## src/rtl/wishbone_host_master_if.sv

```systemverilog
// Wishbone bus bundle between the SD host master and the controller's slave port.
// Signal names follow the master's point of view.
interface wishbone_host_master_if;
    logic         strobe_o;
    logic         we_o;
    logic [4:0]   adr_o;
    logic [127:0] wb_data_o;
    logic [127:0] wb_data_i;
    logic         ack_i;
    logic         error_i;

    modport master (
        output strobe_o,
        output we_o,
        output adr_o,
        output wb_data_o,
        input  wb_data_i,
        input  ack_i,
        input  error_i
    );

    modport slave (
        input  strobe_o,
        input  we_o,
        input  adr_o,
        input  wb_data_o,
        output wb_data_i,
        output ack_i,
        output error_i
    );
endinterface

```

## src/rtl/wishbone_host_master.sv

```systemverilog
// Single-transfer Wishbone master for the SD host controller slave port.
// One request in, one response out; execute addresses use a two-phase ack.
module wishbone_host_master #(
    parameter int TIMEOUT = 1024,
    parameter int TW      = 11
) (
    input  logic         clock,
    input  logic         reset,
    input  logic         req_valid,
    output logic         req_ready,
    input  logic         req_we,
    input  logic [4:0]   req_adr,
    input  logic [127:0] req_data,
    output logic         rsp_valid,
    output logic [127:0] rsp_data,
    output logic         rsp_error,
    output logic         rsp_timeout,
    wishbone_host_master_if.master bus
);

    typedef enum logic [2:0] {
        IDLE,
        XFER,
        EXEC_LOW,
        EXEC_WAIT,
        RESP
    } state_t;

    localparam logic [TW-1:0] CNT_LAST = TW'(TIMEOUT - 1);

    state_t        state_q, state_d;
    logic [TW-1:0] cnt_q, cnt_d;
    logic          strobe_q, strobe_d;
    logic          we_q, we_d;
    logic [4:0]    adr_q, adr_d;
    logic [127:0]  wdat_q, wdat_d;
    logic          rsp_valid_d;
    logic [127:0]  rsp_data_d;
    logic          rsp_error_d;
    logic          rsp_timeout_d;

    logic          done;
    logic [127:0]  done_data;
    logic          done_err;
    logic          done_to;
    logic          cnt_last;
    logic          cnt_first;
    logic          is_exec;

    assign cnt_last  = (cnt_q == CNT_LAST);
    assign cnt_first = (cnt_q == '0);
    assign is_exec   = we_q && ((adr_q == 5'd16) || (adr_q == 5'd19));

    always_comb begin
        state_d       = state_q;
        cnt_d         = cnt_q;
        strobe_d      = strobe_q;
        we_d          = we_q;
        adr_d         = adr_q;
        wdat_d        = wdat_q;
        rsp_valid_d   = 1'b0;
        rsp_data_d    = rsp_data;
        rsp_error_d   = rsp_error;
        rsp_timeout_d = rsp_timeout;
        done          = 1'b0;
        done_data     = '0;
        done_err      = 1'b0;
        done_to       = 1'b0;

        unique case (state_q)
            IDLE: begin
                if (req_valid) begin
                    we_d     = req_we;
                    adr_d    = req_adr;
                    wdat_d   = req_data;
                    strobe_d = 1'b1;
                    cnt_d    = '0;
                    state_d  = XFER;
                end
            end
            XFER: begin
                cnt_d = cnt_q + 1'b1;
                // The slave is still leaving IDLE on the first cycle.
                if (bus.ack_i && !cnt_first) begin
                    if (is_exec) begin
                        cnt_d   = '0;
                        state_d = EXEC_LOW;
                    end else begin
                        done      = 1'b1;
                        done_data = we_q ? '0 : bus.wb_data_i;
                        done_err  = bus.error_i;
                    end
                end else if (cnt_last) begin
                    done     = 1'b1;
                    done_err = 1'b1;
                    done_to  = 1'b1;
                end
            end
            EXEC_LOW: begin
                cnt_d = cnt_q + 1'b1;
                if (!bus.ack_i) begin
                    cnt_d   = '0;
                    state_d = EXEC_WAIT;
                end else if (cnt_last) begin
                    done     = 1'b1;
                    done_err = 1'b1;
                    done_to  = 1'b1;
                end
            end
            EXEC_WAIT: begin
                cnt_d = cnt_q + 1'b1;
                if (bus.ack_i) begin
                    done     = 1'b1;
                    done_err = bus.error_i;
                end else if (cnt_last) begin
                    done     = 1'b1;
                    done_err = 1'b1;
                    done_to  = 1'b1;
                end
            end
            RESP: begin
                state_d = IDLE;
            end
            default: begin
                state_d = IDLE;
            end
        endcase

        if (done) begin
            strobe_d      = 1'b0;
            we_d          = 1'b0;
            rsp_valid_d   = 1'b1;
            rsp_data_d    = done_data;
            rsp_error_d   = done_err;
            rsp_timeout_d = done_to;
            state_d       = RESP;
        end
    end

    always_ff @(posedge clock) begin
        if (reset) begin
            state_q     <= IDLE;
            cnt_q       <= '0;
            strobe_q    <= 1'b0;
            we_q        <= 1'b0;
            adr_q       <= '0;
            wdat_q      <= '0;
            rsp_valid   <= 1'b0;
            rsp_data    <= '0;
            rsp_error   <= 1'b0;
            rsp_timeout <= 1'b0;
        end else begin
            state_q     <= state_d;
            cnt_q       <= cnt_d;
            strobe_q    <= strobe_d;
            we_q        <= we_d;
            adr_q       <= adr_d;
            wdat_q      <= wdat_d;
            rsp_valid   <= rsp_valid_d;
            rsp_data    <= rsp_data_d;
            rsp_error   <= rsp_error_d;
            rsp_timeout <= rsp_timeout_d;
        end
    end

    assign req_ready     = (state_q == IDLE);
    assign bus.strobe_o  = strobe_q;
    assign bus.we_o      = we_q;
    assign bus.adr_o     = adr_q;
    assign bus.wb_data_o = wdat_q;

endmodule

```

## src/flat_wrapper.sv

```systemverilog
// flat-port wrapper written by rule: the top's interface ports become plain ports
module wishbone_host_master_flat 
#(
    parameter int TIMEOUT = 1024,
    parameter int TW      = 11
)
  (clock, reset, req_valid, req_ready, req_we, req_adr, req_data, rsp_valid, rsp_data, rsp_error, rsp_timeout, bus_strobe_o, bus_we_o, bus_adr_o, bus_wb_data_o, bus_wb_data_i, bus_ack_i, bus_error_i);
  wishbone_host_master_if bus_i ();
  input  logic clock;
  input  logic reset;
  input  logic req_valid;
  output logic req_ready;
  input  logic req_we;
  input  logic [4:0] req_adr;
  input  logic [127:0] req_data;
  output logic rsp_valid;
  output logic [127:0] rsp_data;
  output logic rsp_error;
  output logic rsp_timeout;
  output wire logic [$bits(bus_i.strobe_o)-1:0] bus_strobe_o;
  output wire logic [$bits(bus_i.we_o)-1:0] bus_we_o;
  output wire logic [$bits(bus_i.adr_o)-1:0] bus_adr_o;
  output wire logic [$bits(bus_i.wb_data_o)-1:0] bus_wb_data_o;
  input wire logic [$bits(bus_i.wb_data_i)-1:0] bus_wb_data_i;
  input wire logic [$bits(bus_i.ack_i)-1:0] bus_ack_i;
  input wire logic [$bits(bus_i.error_i)-1:0] bus_error_i;
  assign bus_strobe_o = bus_i.strobe_o;
  assign bus_we_o = bus_i.we_o;
  assign bus_adr_o = bus_i.adr_o;
  assign bus_wb_data_o = bus_i.wb_data_o;
  assign bus_i.wb_data_i = bus_wb_data_i;
  assign bus_i.ack_i = bus_ack_i;
  assign bus_i.error_i = bus_error_i;
  wishbone_host_master #(.TIMEOUT(TIMEOUT), .TW(TW)) u_core (.clock(clock), .reset(reset), .req_valid(req_valid), .req_ready(req_ready), .req_we(req_we), .req_adr(req_adr), .req_data(req_data), .rsp_valid(rsp_valid), .rsp_data(rsp_data), .rsp_error(rsp_error), .rsp_timeout(rsp_timeout), .bus(bus_i));
endmodule
```

## config.mk

```make
export PLATFORM = sky130hd
export DESIGN_NAME = wishbone_host_master_flat
export DESIGN_NICKNAME = d
export VERILOG_FILES = /design/src/rtl/wishbone_host_master_if.sv /design/src/rtl/wishbone_host_master.sv /design/src/flat_wrapper.sv
export SDC_FILE = /design/constraint.sdc
export NUM_CORES = 1
export LEC_CHECK = 0
export ABC_AREA = 1
export CAP_MARGIN = 15
export CORE_AREA = 2 2 207 209
export CTS_BUF_LIST = sky130_fd_sc_hd__clkbuf_4 sky130_fd_sc_hd__clkbuf_8 sky130_fd_sc_hd__clkbuf_16
export DETAILED_ROUTE_END_ITERATION = 7
export DIE_AREA = 0 0 209 211
export DONT_BUFFER_PORTS = 1
export GPL_TIMING_DRIVEN = 0
export SYNTH_ARGS = -nofsm -noshare
export SYNTH_HDL_FRONTEND = slang
export SYNTH_SLANG_ARGS = --single-unit
```

## constraint.sdc

```tcl
create_clock -name clock -period 2 [get_ports clock]
set_clock_uncertainty 0.2 [all_clocks]
set_input_delay 0.4 -clock clock [delete_from_list [all_inputs] [get_ports clock]]
set_output_delay 0.4 -clock clock [all_outputs]
set_load 0.05 [all_outputs]
```

### Yosys cells after proc, flatten, opt, wreduce, memory -nomap -nowiden

Index checks and enable logic that the tools add are counted.

| cells by class | value |
|---|---|
| add/sub/neg operators | 1 |
| equal/unequal tests | 15 |
| multiplexer cells | 29 |
| bitwise gates (word level) | 1 |
| reduce and logical (&&, ||, !) cells | 12 |

Operator list:

| kind | count |
|---|---|
| $mux 128 | 4 |
| $mux 11 | 4 |
| $pmux 11 s4 | 1 |
| $mux 3 | 5 |
| $pmux 3 s4 | 1 |
| $add 11x1->11 const B | 1 |
| $eq 11x10->1 const B | 1 |
| $logic_not 11->1 | 1 |
| $mux 1 | 11 |
| $eq 5x5->1 const B | 2 |
| $reduce_and 5->1 | 2 |
| $pmux 1 s3 | 3 |
| $eq 3x2->1 const B | 2 |
| $ne 2x1->1 const B | 3 |
| $ne 3x1->1 const B | 2 |
| $ne 3x2->1 const B | 2 |
| $ne 2x2->1 const B | 2 |
| $reduce_and 2->1 | 2 |
| $reduce_bool 4->1 | 1 |
| $eq 3x1->1 const B | 1 |
| $logic_not 3->1 | 1 |
| $logic_and 1x1->1 | 2 |
| $reduce_or 2->1 | 1 |
| $logic_not 1->1 | 1 |
| 2 further kinds | 2 |

| word-level totals | value |
|---|---|
| register bits after elaboration | 280 |
| input port bits | 267 |
| output and inout bits | 267 |
| logic and storage cells | 69 |

### Longest topological paths before layout

| depth | value |
|---|---|
| depth in word-level cells | 8 |
| gate-level depth with buffers | 13 |
| depth with buffers taken out | 11 |

### Worst setup path before layout

Ideal clock, no wire load.

| path | value |
|---|---|
| kind | reg2reg |
| start point | register u_core.adr_q[1], in the netlist u_core.bus.adr_o[1] |
| end point | register u_core.rsp_data[76] |
| setup time | 114 ps |
| data arrival time | 1651 ps |
| required time | 1686 ps |
| path slack | 34 ps |
| stages on the path, launching flop included | 12 |
| buffers on the path | 2 |
| period minus slack after synthesis | 1966 ps |
| path through | dfxtp_1 inv_1 nand2_1 nand2_1 nor2_1 nand3_1 nand3_2 nand2_4 buf_6 buf_4 nand3_1 nand2_1 |

| on the way | value |
|---|---|
| cells in the longest elaborated chain, start to end | 6 |
| elaborated cells between the ends (all ways) | 10 |
| classes of those cells | 2 x eq/ne; 6 x mux; 2 x reduce/logical |

RTL lines:

| item | line | RTL |
|---|---|---|
| start: declaration | wishbone_host_master.sv:35 | `logic [4:0] adr_q, adr_d;` |
| start signal: assignment | wishbone_host_master.sv:157 | `adr_q <= adr_d;` |
| $eq 5x5->1 | wishbone_host_master.sv:52 | `assign is_exec = we_q && ((adr_q == 5'd16) \|\| (adr_q == 5'd19));` |
| $logic_or 1x1->1 * | wishbone_host_master.sv:52 |  |
| $logic_and 1x1->1 * | wishbone_host_master.sv:52 |  |
| $mux 1 or $mux 128 (tied branches) | wishbone_host_master.sv:85 | `if (is_exec) begin` |
| $mux 1 or $mux 128 (tied branches) | wishbone_host_master.sv:84 | `if (bus.ack_i && !cnt_first) begin` |
| $pmux 1 s3 or $mux 128 (tied branches) | wishbone_host_master.sv:70 | `unique case (state_q)` |
| end signal: assignment | wishbone_host_master.sv:160 | `rsp_data <= rsp_data_d;` |
| end: declaration | wishbone_host_master.sv:15 | `output logic [127:0] rsp_data,` |

Every way passes the cells marked *; elsewhere a longest branch is shown, timed or not.
A chain may end at the register's enable or synchronous reset.

### Final worst setup path

| path | value |
|---|---|
| start point | register u_core.adr_q[0], in the netlist u_core.bus.adr_o[0] |
| end point | register u_core.rsp_data[6] |

Same word-level chain as after synthesis.

==> flow_metrics.tcl <==
set metrics [dict create \
    clock-sinks 280 \
    die_h_um 211 \
    clk_path_buf_depth 3 \
    finalCritPeriodShare_pct 105 \
    place.gp.congestion 0.951 \
    timing.hold.ws_ns 0.0429 \
    drt-initial-drc-count 1149 \
    cp-end-kind "flip-flop" \
    status "finished, violations left" \
    areaGrowthSynthToFinish_pct 46.6 \
    synth-seq-cells 280 \
    path_max_fanout 10 \
    synth_top_area_share_pct 47.6 \
    maxSlewHeadroom_pct 39.1 \
    hold_path_depth 6 \
    yosysTopAreaCell "dfxtp_1" \
    final_area_um2 17200 \
    synth.area.top_cells "dfxtp_1, nand3_1, nand2_1, nor3b_1, nand4_1" \
    grtUsageTotal_pct 22.6 \
    ys_seq_area_share_pct 47.6 \
    finalNonFillerCells 2393 \
    layout_common_cells "nand2_1, dfxtp_1, dlygate4sd3_1" \
    slew_violations 0 \
    core_area_um2 41800 \
    overflow 0 \
    pin_count 534 \
    timing.rr.start "u_core.bus.adr_o[0]" \
    p_total_mw 21.4 \
    worst_pin_slew_ns 0.913 \
    port_buffers 0 \
    hold_end "u_core.rsp_error" \
    ff2ff_path_depth 11 \
    power_density_nw_per_um2 1240 \
    dp_slack_ns -0.964 \
    rsz0062_at_grt "true" \
    p_leak_nw 6.75 \
    dpl.hpwl_um 37000 \
    yosysUniqueCellTypes 26 \
    grt_antenna_before_repair 7 \
    drc 0 \
    finalSetupViolCount 115 \
    worstHoldPathType "in2reg" \
    yosysWarnings 0 \
    dpl.cell_count 2046 \
    grt_max_degree 16 \
    worstPathRequired_ns 2.33 \
    design.die.area_um2 44100 \
    mostFrequentLayoutCell "nand2_1" \
    synth_cells 1505 \
    vias_per_cell 5.33 \
    rows 75 \
    wl_per_cell_um 22.0 \
    hold_viol_final 0 \
    grt_first_pass_wirelength_um 76700 \
    min_from "bus_error_i" \
    drt_first_pass_iters 6 \
    synth_nets 1774 \
    avgSynthCellArea_um2 7.82 \
    wirelength_um 52600 \
    die_w_um 209 \
    cts-buffers-inserted 31 \
    fmax_ghz 0.477 \
    initial_utilization_pct 28.2 \
    ant_nets 0 \
    netlist_area_um2 11800 \
    grt_pass1_vias 12600 \
    arrival_ns 2.42 \
    rrSetupSlack_ns -0.1 \
    cp-start-kind "flip-flop" \
    placed_cell_area_um2 12500 \
    cts.htree.levels 1 \
    ir_drop_mv 0.995 \
    crit_type "reg2reg" \
    cts_root_buf "clkbuf_16" \
    drive_gt1_share_pct 15.1 \
    setup_ws_ns -0.0954 \
    clkLatencyLatePin_ns 0.60 \
    cts_tree "yes" \
    min_period_ns 2.10 \
    reg2reg_to "u_core.rsp_data[6]" \
    violations "setup timing" \
    cap_violations 0 \
    via_count 12700 \
    final_nets 2091 \
    clk_pin_slew_ns 0.06 \
]
==> critical path, cell delays in order, from the launching register on <==
cell and delay, ns:
dfxtp_4 0.48, inv_1 0.10, nand2_2 0.09, nand2_4 0.08, nor2_2 0.10, nand3_2 0.11, nand3_4 0.18, buf_6 0.14
buf_12 0.16, buf_6 0.15, nand4_1 0.11, nand2_2 0.12
==> per-stage QoR <==
stage	setup TNS (ns)	util (%)
2_1_floorplan	0	-
3_3_place_gp	-136.95	29.8
3_5_place_dp	-143.33	29.9
4_1_cts	-5.66	40.4
5_1_grt	-20.24	41.3
6_report	-4.52	41.3
==> power by group <==
part / total, mW / leakage [nW] / switching [mW] / internal, mW
Combinational: 6.23 / 3.90 / 4.06 / 2.17
Sequential: 8.55 / 2.28 / 2.38 / 6.17
Clock: 6.64 / 0.573 / 2.54 / 4.10
Total: 21.4 / 6.75 / 8.98 / 12.4
==> cells in the mapped netlist (all sizes together) <==
| cell type | count |
|---|---|
| o21ai | 7 |
| nor2 | 22 |
| o211ai | 1 |
| inv | 32 |
| dfxtp | 280 |
| clkbuf | 75 |
| nand4 | 138 |
| nand2 | 313 |
| a21oi | 144 |
| buf | 83 |
| nor3 | 2 |
| nor3b | 128 |
| nand3 | 275 |
| xor2 | 2 |
| or2 | 1 |
| ha | 2 |
==> routing by layer <==
layer | vias up | global-route usage (%) | routed length [µm]
li1 | 5891 | - | -
met1 | 5964 | 23.6 | 18700
met2 | 691 | 39.3 | 25200
met3 | 197 | 8.15 | 5360
met4 | 4 | 12.8 | 3340
met5 | - | 0 | 23
==> final cells by class <==
type,count,area (µm²)
Tap cell,539,674
Clock inverter,21,332
Timing Repair Buffer,287,2910
Antenna cell,7,17.5
Clock buffer,37,858
Sequential cell,280,5630
Inverter,32,138
Multi-Input combinational cell,1035,5760
Buffer,155,932
Fill cell,4028,24500
==> worst max path at each step <==
stage	to	startpoint	slack, ns	cells after the start
3_3_place_gp	u_core.bus.strobe_o	u_core.bus.adr_o[1]	-0.93	9
5_1_grt	u_core.rsp_data[16]	u_core.cnt_q[0]	-0.21	11
3_5_place_dp	u_core.bus.strobe_o	u_core.bus.adr_o[1]	-0.96	9
6_report	u_core.rsp_data[6]	u_core.bus.adr_o[0]	-0.1	11
2_1_floorplan	u_core.rsp_data[76]	u_core.bus.adr_o[1]	0.03	11
4_1_cts	u_core.rsp_data[80]	u_core.cnt_q[0]	-0.11	14
==> logic make-up (layout without fill, tap and decap cells) <==
logic type,Yosys count,after routing,synth area share (%)
buffers and inverters,190,532,7.09
other,0,7,0
AO/OA/AOI/OAI,152,152,6.52
adder cells (fa/ha/maj),2,2,0.213
AND/OR/NAND/NOR,879,879,38.4
flip-flops,280,280,47.6
XOR/XNOR,2,2,0.149
==> flip-flops by register name, summed over array words and instances, names as in the netlist <==
register / count
u_core.rsp_valid: 1
u_core.cnt_q: 11
u_core.bus.adr_o: 5
u_core.rsp_data: 128
u_core.bus.strobe_o: 1
u_core.rsp_error: 1
u_core.rsp_timeout: 1
u_core.state_q: 3
u_core.bus.wb_data_o: 128
u_core.bus.we_o: 1
==> timing repair <==
item	in CTS	in global routing
gates cloned	2	0
hold buffers	262	0
pin swaps	15	21
resized for setup	132	113
setup buffers	16	6
setup endpoints to repair	279	220
hold endpoints to repair	262	0
Power figures use the tool's default switching activity.
